### config.mk
export PLATFORM = sky130hd
export DESIGN_NAME = hyperbus_cs_sequencer_flat
export DESIGN_NICKNAME = d
export VERILOG_FILES = /design/src/rtl/hyperbus_cs_sequencer_pkg.sv /design/src/rtl/hyperbus_cs_sequencer_if.sv /design/src/rtl/hyperbus_cs_sequencer_cnt.sv /design/src/rtl/hyperbus_cs_sequencer.sv /design/src/flat_wrapper.sv
export SDC_FILE = /design/constraint.sdc
export NUM_CORES = 1
export LEC_CHECK = 0
export CAP_MARGIN = 0
export CORE_MARGIN = 3
export CORE_UTILIZATION = 50
export DETAILED_ROUTE_END_ITERATION = 7
export GPL_TIMING_DRIVEN = 1
export PLACE_DENSITY = 0.73
export SYNTH_ARGS = -nofsm -noshare
export SYNTH_HDL_FRONTEND = slang
export SYNTH_HIERARCHICAL = 1
export SYNTH_SLANG_ARGS = --single-unit
export TNS_END_PERCENT = 10
### constraint.sdc
create_clock -name tx_clk_90 -period 6.6 [get_ports tx_clk_90]
set_clock_uncertainty 0.1 [all_clocks]
set_input_delay 0.66 -clock tx_clk_90 [delete_from_list [all_inputs] [get_ports tx_clk_90]]
set_output_delay 0.66 -clock tx_clk_90 [all_outputs]
set_load 0.02 [all_outputs]
### src/rtl/hyperbus_cs_sequencer_pkg.sv
// Shared types for the HyperBus chip-select sequencer.
// - cs_state_e  : sequencer state encoding
// - cs_timing_t : per-transaction snapshot of the CS timing windows
// Snapshot fields use fixed maximum widths so that the struct can live in
// the package. The sequencer zero-extends its narrower config ports into it.
package hyperbus_cs_sequencer_pkg;

  // Upper bounds for the CntWidth / CsmWidth parameters of the sequencer.
  localparam int unsigned CntMaxW = 8;
  localparam int unsigned CsmMaxW = 32;

  typedef enum logic [2:0] {
    IDLE,
    SETUP,
    ACTIVE,
    HOLD,
    RECOVER
  } cs_state_e;

  typedef struct packed {
    logic [CntMaxW-1:0] css;
    logic [CntMaxW-1:0] csh;
    logic [CntMaxW-1:0] cshi;
    logic [CsmMaxW-1:0] csm;
  } cs_timing_t;

endpackage

### src/rtl/hyperbus_cs_sequencer_if.sv
// Request/control bundle between the HyperBus controller and the CS sequencer.
// master (controller): drives req_valid, req_cs, close, abort; sees req_ready.
// slave  (sequencer) : the reverse.
//   req_valid  open-transaction request
//   req_ready  request accepted when req_valid & req_ready
//   req_cs     one-hot target chip
//   close      end-of-transaction pulse
//   abort      immediate abort, any state
interface hyperbus_cs_sequencer_if #(
  parameter int unsigned NumChips = 2
);
  logic                req_valid;
  logic                req_ready;
  logic [NumChips-1:0] req_cs;
  logic                close;
  logic                abort;

  modport master (
    output req_valid,
    output req_cs,
    output close,
    output abort,
    input  req_ready
  );

  modport slave (
    input  req_valid,
    input  req_cs,
    input  close,
    input  abort,
    output req_ready
  );
endinterface

### src/rtl/hyperbus_cs_sequencer_cnt.sv
// Loadable down-counter used to time the SETUP, HOLD and RECOVER windows.
// Ports:
//   tx_clk_90  clock
//   rst_ni     asynchronous active-low reset
//   load_i     load val_i this edge (takes priority over counting)
//   val_i      window length minus 1
//   done_o     counter has reached zero (last cycle of the window)
module hyperbus_cs_sequencer_cnt #(
  parameter int unsigned Width = 8
) (
  input  logic             tx_clk_90,
  input  logic             rst_ni,
  input  logic             load_i,
  input  logic [Width-1:0] val_i,
  output logic             done_o
);

  logic [Width-1:0] cnt_q, cnt_d;

  always_comb begin
    cnt_d = cnt_q;
    if (load_i) begin
      cnt_d = val_i;
    end else if (cnt_q != '0) begin
      cnt_d = cnt_q - Width'(1);
    end
  end

  always_ff @(posedge tx_clk_90 or negedge rst_ni) begin
    if (!rst_ni) begin
      cnt_q <= '0;
    end else begin
      cnt_q <= cnt_d;
    end
  end

  assign done_o = (cnt_q == '0);

endmodule

### src/rtl/hyperbus_cs_sequencer.sv
// HyperBus chip-select sequencer (tx_clk_90 domain).
// Drives NumChips active-low chip selects and gates the differential-clock
// enable with programmable t_CSS / t_CSH / t_CSHI windows, plus abort and a
// maximum CS-low (t_CSM) limit.
// Ports:
//   tx_clk_90, rst_ni     clock, asynchronous active-low reset
//   cfg_t_css_i           CS-low-to-first-clock cycles minus 1
//   cfg_t_csh_i           last-clock-to-CS-high cycles minus 1
//   cfg_t_cshi_i          min CS-high time between transactions, minus 1
//   cfg_t_csm_i           max ACTIVE cycles, 0 disables the limit
//   req_if (slave)        req_valid/req_ready/req_cs/close/abort
//   ck_ena_i / ck_ena_o   clock-toggle request / registered clock enable
//   hyper_cs_no           active-low chip selects
//   cs_idx_o              binary index of the open chip
//   active_o              sequencer in ACTIVE
//   cs_err_o              1-cycle pulse: accepted req_cs not one-hot
//   csm_expired_o         1-cycle pulse: t_CSM limit forced the close
// All outputs are registered except req_ready (= IDLE and no abort).
module hyperbus_cs_sequencer
  import hyperbus_cs_sequencer_pkg::*;
#(
  parameter int unsigned NumChips = 2,
  parameter int unsigned CntWidth = 4,   // must not exceed CntMaxW
  parameter int unsigned CsmWidth = 16,  // must not exceed CsmMaxW
  localparam int unsigned IdxW = (NumChips > 1) ? $clog2(NumChips) : 1
) (
  input  logic                tx_clk_90,
  input  logic                rst_ni,
  input  logic [CntWidth-1:0] cfg_t_css_i,
  input  logic [CntWidth-1:0] cfg_t_csh_i,
  input  logic [CntWidth-1:0] cfg_t_cshi_i,
  input  logic [CsmWidth-1:0] cfg_t_csm_i,
  hyperbus_cs_sequencer_if.slave req_if,
  input  logic                ck_ena_i,
  output logic                ck_ena_o,
  output logic [NumChips-1:0] hyper_cs_no,
  output logic [IdxW-1:0]     cs_idx_o,
  output logic                active_o,
  output logic                cs_err_o,
  output logic                csm_expired_o
);

  cs_state_e           state_q, state_d;
  cs_timing_t          timing_q, timing_d;
  logic [NumChips-1:0] cs_sel_q, cs_sel_d;
  logic [NumChips-1:0] cs_no_q, cs_no_d;
  logic [IdxW-1:0]     cs_idx_q, cs_idx_d, req_idx;
  logic [CsmWidth-1:0] csm_cnt_q, csm_cnt_d;
  logic                ck_ena_q, ck_ena_d;
  logic                active_q, active_d;
  logic                cs_err_q, cs_err_d;
  logic                csm_exp_q, csm_exp_d;
  logic                close_pend_q, close_pend_d;
  logic                accept, onehot, close_eff, abort_busy, csm_hit;
  logic                cnt_load, cnt_done;
  logic [CntMaxW-1:0]  cnt_val;
  int unsigned         ones;

  // Abort in IDLE blocks the handshake for that cycle.
  assign req_if.req_ready = (state_q == IDLE) && !req_if.abort;
  assign accept           = req_if.req_valid && req_if.req_ready;
  assign abort_busy       = req_if.abort && (state_q != IDLE);
  // A close seen during SETUP is remembered and consumed in the first ACTIVE cycle.
  assign close_eff        = req_if.close || close_pend_q;
  assign csm_hit          = (timing_q.csm != '0) &&
                            (timing_q.csm == CsmMaxW'(csm_cnt_q));

  // One-hot check and binary index of the requested chip.
  always_comb begin
    ones    = 0;
    req_idx = '0;
    for (int unsigned i = 0; i < NumChips; i++) begin
      if (req_if.req_cs[i]) begin
        ones    = ones + 1;
        req_idx = IdxW'(i);
      end
    end
    onehot = (ones == 1);
  end

  // Next-state logic, including snapshot, close latch, CSM counter and the
  // shared window counter (reloaded on every state entry and on abort).
  always_comb begin
    state_d      = state_q;
    timing_d     = timing_q;
    cs_sel_d     = cs_sel_q;
    close_pend_d = close_pend_q;
    csm_cnt_d    = csm_cnt_q;

    if (accept) begin
      timing_d.css  = CntMaxW'(cfg_t_css_i);
      timing_d.csh  = CntMaxW'(cfg_t_csh_i);
      timing_d.cshi = CntMaxW'(cfg_t_cshi_i);
      timing_d.csm  = CsmMaxW'(cfg_t_csm_i);
      cs_sel_d      = req_if.req_cs;
    end

    case (state_q)
      IDLE:    if (accept && onehot) state_d = SETUP;
      SETUP:   if (abort_busy) state_d = RECOVER;
               else if (cnt_done) state_d = ACTIVE;
      ACTIVE:  if (abort_busy) state_d = RECOVER;
               else if (close_eff || csm_hit) state_d = HOLD;
      HOLD:    if (abort_busy || cnt_done) state_d = RECOVER;
      RECOVER: if (!abort_busy && cnt_done) state_d = IDLE;
      default: state_d = IDLE;
    endcase

    if ((state_q == SETUP) && req_if.close) close_pend_d = 1'b1;
    if ((state_d != SETUP) && (state_d != ACTIVE)) close_pend_d = 1'b0;

    // Counts ACTIVE cycles starting at 1; saturates instead of wrapping.
    if ((state_d == ACTIVE) && (state_q != ACTIVE)) begin
      csm_cnt_d = CsmWidth'(1);
    end else if ((state_q == ACTIVE) && (csm_cnt_q != '1)) begin
      csm_cnt_d = csm_cnt_q + CsmWidth'(1);
    end

    cnt_load = abort_busy || (state_d != state_q);
    case (state_d)
      SETUP:   cnt_val = timing_d.css;
      HOLD:    cnt_val = timing_d.csh;
      RECOVER: cnt_val = timing_d.cshi;
      default: cnt_val = '0;
    endcase
  end

  // Output logic: registered outputs follow the state being entered.
  always_comb begin
    cs_no_d = '1;
    if ((state_d == SETUP) || (state_d == ACTIVE) || (state_d == HOLD)) begin
      cs_no_d = ~cs_sel_d;
    end
    ck_ena_d  = (state_d == ACTIVE) && ck_ena_i;
    active_d  = (state_d == ACTIVE);
    cs_err_d  = accept && !onehot;
    // Pulse appears in the first HOLD cycle; a close or abort pre-empts it.
    csm_exp_d = (state_q == ACTIVE) && !req_if.abort && !close_eff && csm_hit;
    cs_idx_d  = (accept && onehot) ? req_idx : cs_idx_q;
  end

  // State and output registers.
  always_ff @(posedge tx_clk_90 or negedge rst_ni) begin
    if (!rst_ni) begin
      state_q      <= IDLE;
      close_pend_q <= 1'b0;
      csm_cnt_q    <= '0;
      cs_no_q      <= '1;
      ck_ena_q     <= 1'b0;
      active_q     <= 1'b0;
      cs_err_q     <= 1'b0;
      csm_exp_q    <= 1'b0;
      cs_idx_q     <= '0;
    end else begin
      state_q      <= state_d;
      close_pend_q <= close_pend_d;
      csm_cnt_q    <= csm_cnt_d;
      cs_no_q      <= cs_no_d;
      ck_ena_q     <= ck_ena_d;
      active_q     <= active_d;
      cs_err_q     <= cs_err_d;
      csm_exp_q    <= csm_exp_d;
      cs_idx_q     <= cs_idx_d;
    end
  end

  // Transaction snapshot: only meaningful after an accept, so no reset.
  always_ff @(posedge tx_clk_90) begin
    timing_q <= timing_d;
    cs_sel_q <= cs_sel_d;
  end

  hyperbus_cs_sequencer_cnt #(
    .Width(CntMaxW)
  ) u_cnt (
    .tx_clk_90(tx_clk_90),
    .rst_ni   (rst_ni),
    .load_i   (cnt_load),
    .val_i    (cnt_val),
    .done_o   (cnt_done)
  );

  assign hyper_cs_no   = cs_no_q;
  assign ck_ena_o      = ck_ena_q;
  assign active_o      = active_q;
  assign cs_err_o      = cs_err_q;
  assign csm_expired_o = csm_exp_q;
  assign cs_idx_o      = cs_idx_q;

endmodule
### src/flat_wrapper.sv
// flat-port wrapper written by rule: the top's interface ports become plain ports
module hyperbus_cs_sequencer_flat import hyperbus_cs_sequencer_pkg::*;
#(
  parameter int unsigned NumChips = 2,
  parameter int unsigned CntWidth = 4,                             
  parameter int unsigned CsmWidth = 16,                            
  localparam int unsigned IdxW = (NumChips > 1) ? $clog2(NumChips) : 1
)
  (tx_clk_90, rst_ni, cfg_t_css_i, cfg_t_csh_i, cfg_t_cshi_i, cfg_t_csm_i, ck_ena_i, ck_ena_o, hyper_cs_no, cs_idx_o, active_o, cs_err_o, csm_expired_o, req_if_req_valid, req_if_req_cs, req_if_close, req_if_abort, req_if_req_ready);
  hyperbus_cs_sequencer_if #(.NumChips(NumChips)) req_if_i ();
  input  logic tx_clk_90;
  input  logic rst_ni;
  input  logic [CntWidth-1:0] cfg_t_css_i;
  input  logic [CntWidth-1:0] cfg_t_csh_i;
  input  logic [CntWidth-1:0] cfg_t_cshi_i;
  input  logic [CsmWidth-1:0] cfg_t_csm_i;
  input  logic ck_ena_i;
  output logic ck_ena_o;
  output logic [NumChips-1:0] hyper_cs_no;
  output logic [IdxW-1:0] cs_idx_o;
  output logic active_o;
  output logic cs_err_o;
  output logic csm_expired_o;
  input wire logic [$bits(req_if_i.req_valid)-1:0] req_if_req_valid;
  input wire logic [$bits(req_if_i.req_cs)-1:0] req_if_req_cs;
  input wire logic [$bits(req_if_i.close)-1:0] req_if_close;
  input wire logic [$bits(req_if_i.abort)-1:0] req_if_abort;
  output wire logic [$bits(req_if_i.req_ready)-1:0] req_if_req_ready;
  assign req_if_i.req_valid = req_if_req_valid;
  assign req_if_i.req_cs = req_if_req_cs;
  assign req_if_i.close = req_if_close;
  assign req_if_i.abort = req_if_abort;
  assign req_if_req_ready = req_if_i.req_ready;
  hyperbus_cs_sequencer #(.NumChips(NumChips), .CntWidth(CntWidth), .CsmWidth(CsmWidth)) u_core (.tx_clk_90(tx_clk_90), .rst_ni(rst_ni), .cfg_t_css_i(cfg_t_css_i), .cfg_t_csh_i(cfg_t_csh_i), .cfg_t_cshi_i(cfg_t_cshi_i), .cfg_t_csm_i(cfg_t_csm_i), .req_if(req_if_i), .ck_ena_i(ck_ena_i), .ck_ena_o(ck_ena_o), .hyper_cs_no(hyper_cs_no), .cs_idx_o(cs_idx_o), .active_o(active_o), .cs_err_o(cs_err_o), .csm_expired_o(csm_expired_o));
endmodule
* Word level (Yosys, flattened, before mapping) *
Cells that the tools add are included.
W data, S select, Z words.

word-level totals
  register bits = 77
  word-level logic and storage cells = 88
  input port bits = 36
  output and inout bits = 8

operators by class
  muxes and demuxes = 21
  bitwise logic cells = 1
  eq/ne operators = 15
  reductions and logical operators = 33
  add/subtract/negate cells = 3

operator list
  kind                     count
  $mux W56                 1
  $eq A32 B1 Y1 const B    1
  $mux W16                 2
  $mux W32                 1
  $reduce_bool A32 Y1      1
  $pmux W8 S3              1
  $mux W3                  7
  $add A16 B1 Y16 const B  1
  $eq A16 B16 Y1           1
  $mux W8                  2
  $ne A16 B16 Y1 const B   1
  $logic_and A1 B1 Y1      15
  $pmux W3 S5              1
  $eq A3 B2 Y1 const B     4
  $logic_not A8 Y1         1
  $reduce_bool A8 Y1       1
  $sub A8 B1 Y8 const B    1
  $eq A3 B1 Y1 const B     2
  $eq A3 B3 Y1 const B     2
  $logic_or A1 B1 Y1       6
  $ne A3 B2 Y1 const B     2
  $reduce_bool A2 Y1       3
  $logic_not A1 Y1         4
  $mux W1                  4
  other kinds (7)          8

* Longest topological paths before layout *
  depth after elaboration = 11
  gate-level depth with buffers = 13
  mapped depth without buffers = 12

* Modules after synthesis *
The synthesis kept the hierarchy.

by module, submodules not included
  module                     cells an instance  instances  sequential area each (um^2)  area an instance (um^2)
  hyperbus_cs_sequencer      277                1          1679.1                       3146.8
  hyperbus_cs_sequencer_cnt  54                 1          200.2                        476.7

* Worst setup path before layout *
Ideal clock, no wire load.

  path kind = reg-to-reg
  from = reg u_core.u_cnt.cnt_q[0]
  to = reg u_core.u_cnt.cnt_q[1]
  setup slack = 3.619 ns
  setup time = 0.095 ns
  stages on the path, launching flop included = 13
  buffers on the path = 2
  data arrival time = 2.785 ns
  data required time = 6.405 ns
  clock period less this slack = 2.981 ns
  cell sequence = dfrtp_1 -> inv_1 -> ha_1 -> or3b_1 -> clkbuf_2 -> nor2_1 -> nor2b_1 -> o21ai_1 -> o2bb2ai_2 -> o41ai_1 -> nand3_1 -> dlygate4sd1_1 -> o31ai_1

between the ends
  longest elaborated chain between the ends = 7
  elaborated cells on any way between the ends = 19
  those cells by class = add/sub (1); eq/ne (4); mux (8); reduce/logical (6)

RTL lines
  item                                           line                                                                                      text
  start: declaration                             hyperbus_cs_sequencer_cnt.sv:18                                                           logic [Width-1:0] cnt_q, cnt_d;
  start signal: assignment                       hyperbus_cs_sequencer_cnt.sv:33                                                           cnt_q <= cnt_d;
  $logic_not A8 Y1 (*)                           hyperbus_cs_sequencer_cnt.sv:37                                                           assign done_o = (cnt_q == '0);
  via u_core.cnt_done                            hyperbus_cs_sequencer.sv:55                                                               logic cnt_load, cnt_done;
  $mux W3 (tied with other cells)                hyperbus_cs_sequencer.sv:101                                                              else if (cnt_done) state_d = ACTIVE;
  $mux W3 (on tied branches)                     hyperbus_cs_sequencer.sv:100, hyperbus_cs_sequencer.sv:104, hyperbus_cs_sequencer.sv:105
  $pmux W3 S5 (*)                                hyperbus_cs_sequencer.sv:98                                                               case (state_q)
  $ne A3 B3 Y1 (*)                               hyperbus_cs_sequencer.sv:119                                                              cnt_load = abort_busy || (state_d != state_q);
  $logic_or A1 B1 Y1 (*)                         hyperbus_cs_sequencer.sv:119
  via u_core.cnt_load                            hyperbus_cs_sequencer.sv:55
  $mux W8 or $reduce_bool A2 Y1 (tied branches)  n/a

The timed path passes the listed nets; every way through them passes the cells marked *. The select of a mux whose other input is x is not followed.
A chain may end at the register's enable or synchronous reset.

* Final worst setup path *
  from = reg u_core.u_cnt.cnt_q[0]
  to = reg u_core.u_cnt.cnt_q[5]

Same word-level chain as after synthesis.

==> results.json <==
{
  "crit_path_end_kind": "flop",
  "synthCells": 331,
  "wl_per_cell_um": 15.6,
  "initial_core_util_pct": 52.5,
  "synth_flop_cell": "dfrtp_1",
  "ys_warn_count": 6,
  "pwr-share-comb_pct": 27.1,
  "placed_area_sq_um": 4090,
  "critical_path_class": "reg2reg",
  "layout-drive-gt1-share_pct": 12.4,
  "dp_hpwl_mm": 5.22,
  "grt_setup_unrepaired": "false",
  "finalNetCount": 411,
  "path_clk_slew_ns": 0.08,
  "io_pins": 44,
  "firstDrtPassIters": 4,
  "antenna_found_initial": 0,
  "ys_ff_latch": 77,
  "power-per-cell-area_nw_per_um2": 359,
  "clockBufferDepth": 2,
  "drt_iter0_markers": 135,
  "cts_hold_buf": 0,
  "port_buffers": 43,
  "diodes": 0,
  "insertion_delay_ns": 0.35,
  "mostFrequentLayoutCell": "clkdlybuf4s50_1",
  "routed_wl_mm": 7.38,
  "outcome": "finished, final reports clean",
  "pwr-share-seq_pct": 46.3,
  "fin_util_pct": 62.7,
  "grt_pass1_vias": 2549,
  "place.gp.congestion": 0.846,
  "hp-class": "reg2reg",
  "fin_crit_sh_pct": 54.7,
  "peakVddDrop_uv": 209,
  "arrival_ns": 3.74,
  "hold_depth": 1,
  "cts_num_sinks": 77,
  "holdWs_ns": 0.362,
  "hold_start": "u_core/timing_q[44]",
  "switching_share_pct": 33.3,
  "cp_slowest_cell": "or3b_1",
  "timing.setup.tns_ns": 0,
  "slew_violations": 0,
  "crit_chain": "inv_1 -> ha_1 -> or3b_1 -> nor2_1 -> nor2b_1 -> o21ai_1 -> o2bb2ai_2 -> o41ai_1 -> nand3_1 -> inv_1 -> nor2_1 -> a221oi_1",
  "syn_avg_cell_area_sq_um": 10.9,
  "cap_viol_max_count": 0,
  "synthDistinctLibCells": 63,
  "worst_pin_slew_ns": 0.577,
  "drc": 0,
  "core_sq_um": 6910,
  "fmaxAchievable_mhz": 277,
  "setup_violations": 0,
  "async_flop_share_pct": 45.5,
  "period_minus_slack_ns": 3.61,
  "cts_resized": 0,
  "netlist_area_sq_um": 3620,
  "intPower_mw": 1.04,
  "area_delta_synth_final_pct": 19.5,
  "die_area_sq_um": 8300,
  "layout_common_cells": "43 x clkdlybuf4s50_1, 33 x nand2_1, 33 x dfrtp_1",
  "post_cts_buffers": 0,
  "cts-root-buf": "clkbuf_8",
  "synth-edff-count": 16,
  "crit_path_max_fanout": 13,
  "viasPerCell": 5.45,
  "cp_num_buf_inv": 2,
  "cts_tree": "yes",
  "final_antenna_net_count": 0,
  "relSlewSlack_pct": 61.5,
  "cts_made_buffers": 9,
  "worst-path-stages": 12,
  "htree_num_levels": 3,
  "hold_violations": 0,
  "die_w_um": 91.1,
  "startpoint_type": "flop",
  "p_sw_uw": 517,
  "cpPeakStageDelay_ns": 0.47,
  "r2r_start": "u_core/u_cnt/cnt_q[0]",
  "seq_area_frac_synth_pct": 51.9,
  "row_count": 30,
  "die_y_um": 91.1,
  "reg2reg_depth": 12,
  "grt_pass1_wl_mm": 12.6,
  "grt-ovfl-total": 0,
  "crit_start": "u_core/u_cnt/cnt_q[0]",
  "design_area_sq_um": 4330,
  "cp_data_required_time_ns": 6.74,
  "cpLargestDelayFamily": "simple AND/OR/NAND/NOR gates",
  "p_leak_nw": 1.72,
  "track_usage_pct": 19.1,
  "pwr-share-clk_pct": 26.6,
  "grt_max_degree": 36,
  "vias": 2581,
  "synth_nets": 369
}
[flip-flops by register name, summed over array words and instances (netlist names)]
name and cells:
u_core/active_o 1, u_core/csm_cnt_q 16, u_core/cs_sel_q 2, u_core/timing_q 40, u_core/u_cnt/cnt_q 8, u_core/csm_expired_o 1, u_core/cs_err_o 1, u_core/hyper_cs_no 2
u_core/state_q 3, u_core/ck_ena_o 1, u_core/close_pend_q 1, u_core/cs_idx_o 1
[stage by stage]
step                setup WS (ns)  total power [mW]  instances
floorplan                    3.62              1.04        331
global placement             3.22              1.13        458
detailed placement           3.11              1.14        458
CTS                          3.04              1.56        474
global route                 2.64              1.66        474
finish                       2.99              1.55        474
[cells in the mapped netlist (3+ instances only)]
| master | number | area [sq um] |
|---|---|---|
| buf_6 | 3 | 33.8 |
| o31ai_1 | 5 | 37.5 |
| mux2_4 | 3 | 45.0 |
| inv_1 | 5 | 18.8 |
| o21ai_2 | 3 | 26.3 |
| nor3b_1 | 3 | 22.5 |
| mux2_2 | 9 | 101 |
| mux2i_1 | 10 | 100 |
| nor4_1 | 10 | 62.6 |
| nand2_1 | 33 | 124 |
| xor2_1 | 6 | 52.6 |
| a21oi_1 | 4 | 20.0 |
| nand3_1 | 10 | 50.1 |
| dfxtp_1 | 26 | 521 |
| nor2b_1 | 3 | 18.8 |
| and2_1 | 13 | 81.3 |
| buf_2 | 3 | 15.0 |
| o21ai_0 | 5 | 25.0 |
| and3_1 | 3 | 18.8 |
| nor3_1 | 8 | 40.0 |
| clkbuf_1 | 4 | 15.0 |
| dfrtp_1 | 33 | 826 |
| nor2_1 | 23 | 86.3 |
| o2bb2ai_1 | 4 | 35.0 |
| nand4_1 | 15 | 93.8 |
| and4_1 | 3 | 26.3 |
| xnor2_1 | 24 | 210 |
| edfxtp_1 | 16 | 480 |
[kinds of logic after synthesis]
kind of cell               Yosys count  share of synthesized area [%]
AOI/OAI and AO/OA                   41                           8.53
xor gates and xnor gates            30                           7.25
adders and majority gates            2                          0.690
buffers and inverters               21                           3.69
DFF                                 77                           51.9
muxes                               22                           6.80
and+or+nand+nor                    138                           21.2
[final timing paths]
kind	endpoint	slack (ns)
hold reg to reg	u_core/timing_q[44]	0.36
max in group asynchronous	u_core/hyper_cs_no[1]	5.44
setup reg to reg	u_core/u_cnt/cnt_q[5]	2.99
hold / removal	u_core/timing_q[44]	0.36
setup / recovery	u_core/u_cnt/cnt_q[5]	2.99
min in group asynchronous	u_core/u_cnt/cnt_q[2]	0.62
[area by class of cell]
type / instances / area, sq um
Sequential cell: 77 / 1880
Timing Repair Buffer: 45 / 445
Fill cell: 570 / 2570
Inverter: 7 / 31.3
Tap cell: 96 / 120
Multi-Input combinational cell: 233 / 1610
Clock inverter: 4 / 57.6
Clock buffer: 12 / 188
[power by group through the flow]
| stage | registers (mW) | clock network [mW] | logic [mW] |
|---|---|---|---|
| after CTS | 0.717 | 0.420 | 0.421 |
| after global routing | 0.738 | 0.447 | 0.473 |
| after detailed placement | 0.725 | 0 | 0.417 |
| final | 0.720 | 0.413 | 0.421 |
| after floorplan | 0.680 | 0 | 0.357 |
| after global placement | 0.722 | 0 | 0.409 |
[per-layer routing]
metal | track usage [%] | routed length (um)
met4 | 8.29 | 111
met5 | 0 | 0
met3 | 5.30 | 401
met1 | 27.7 | 3720
met2 | 26.5 | 3150
(Power assumes the default switching activity.)
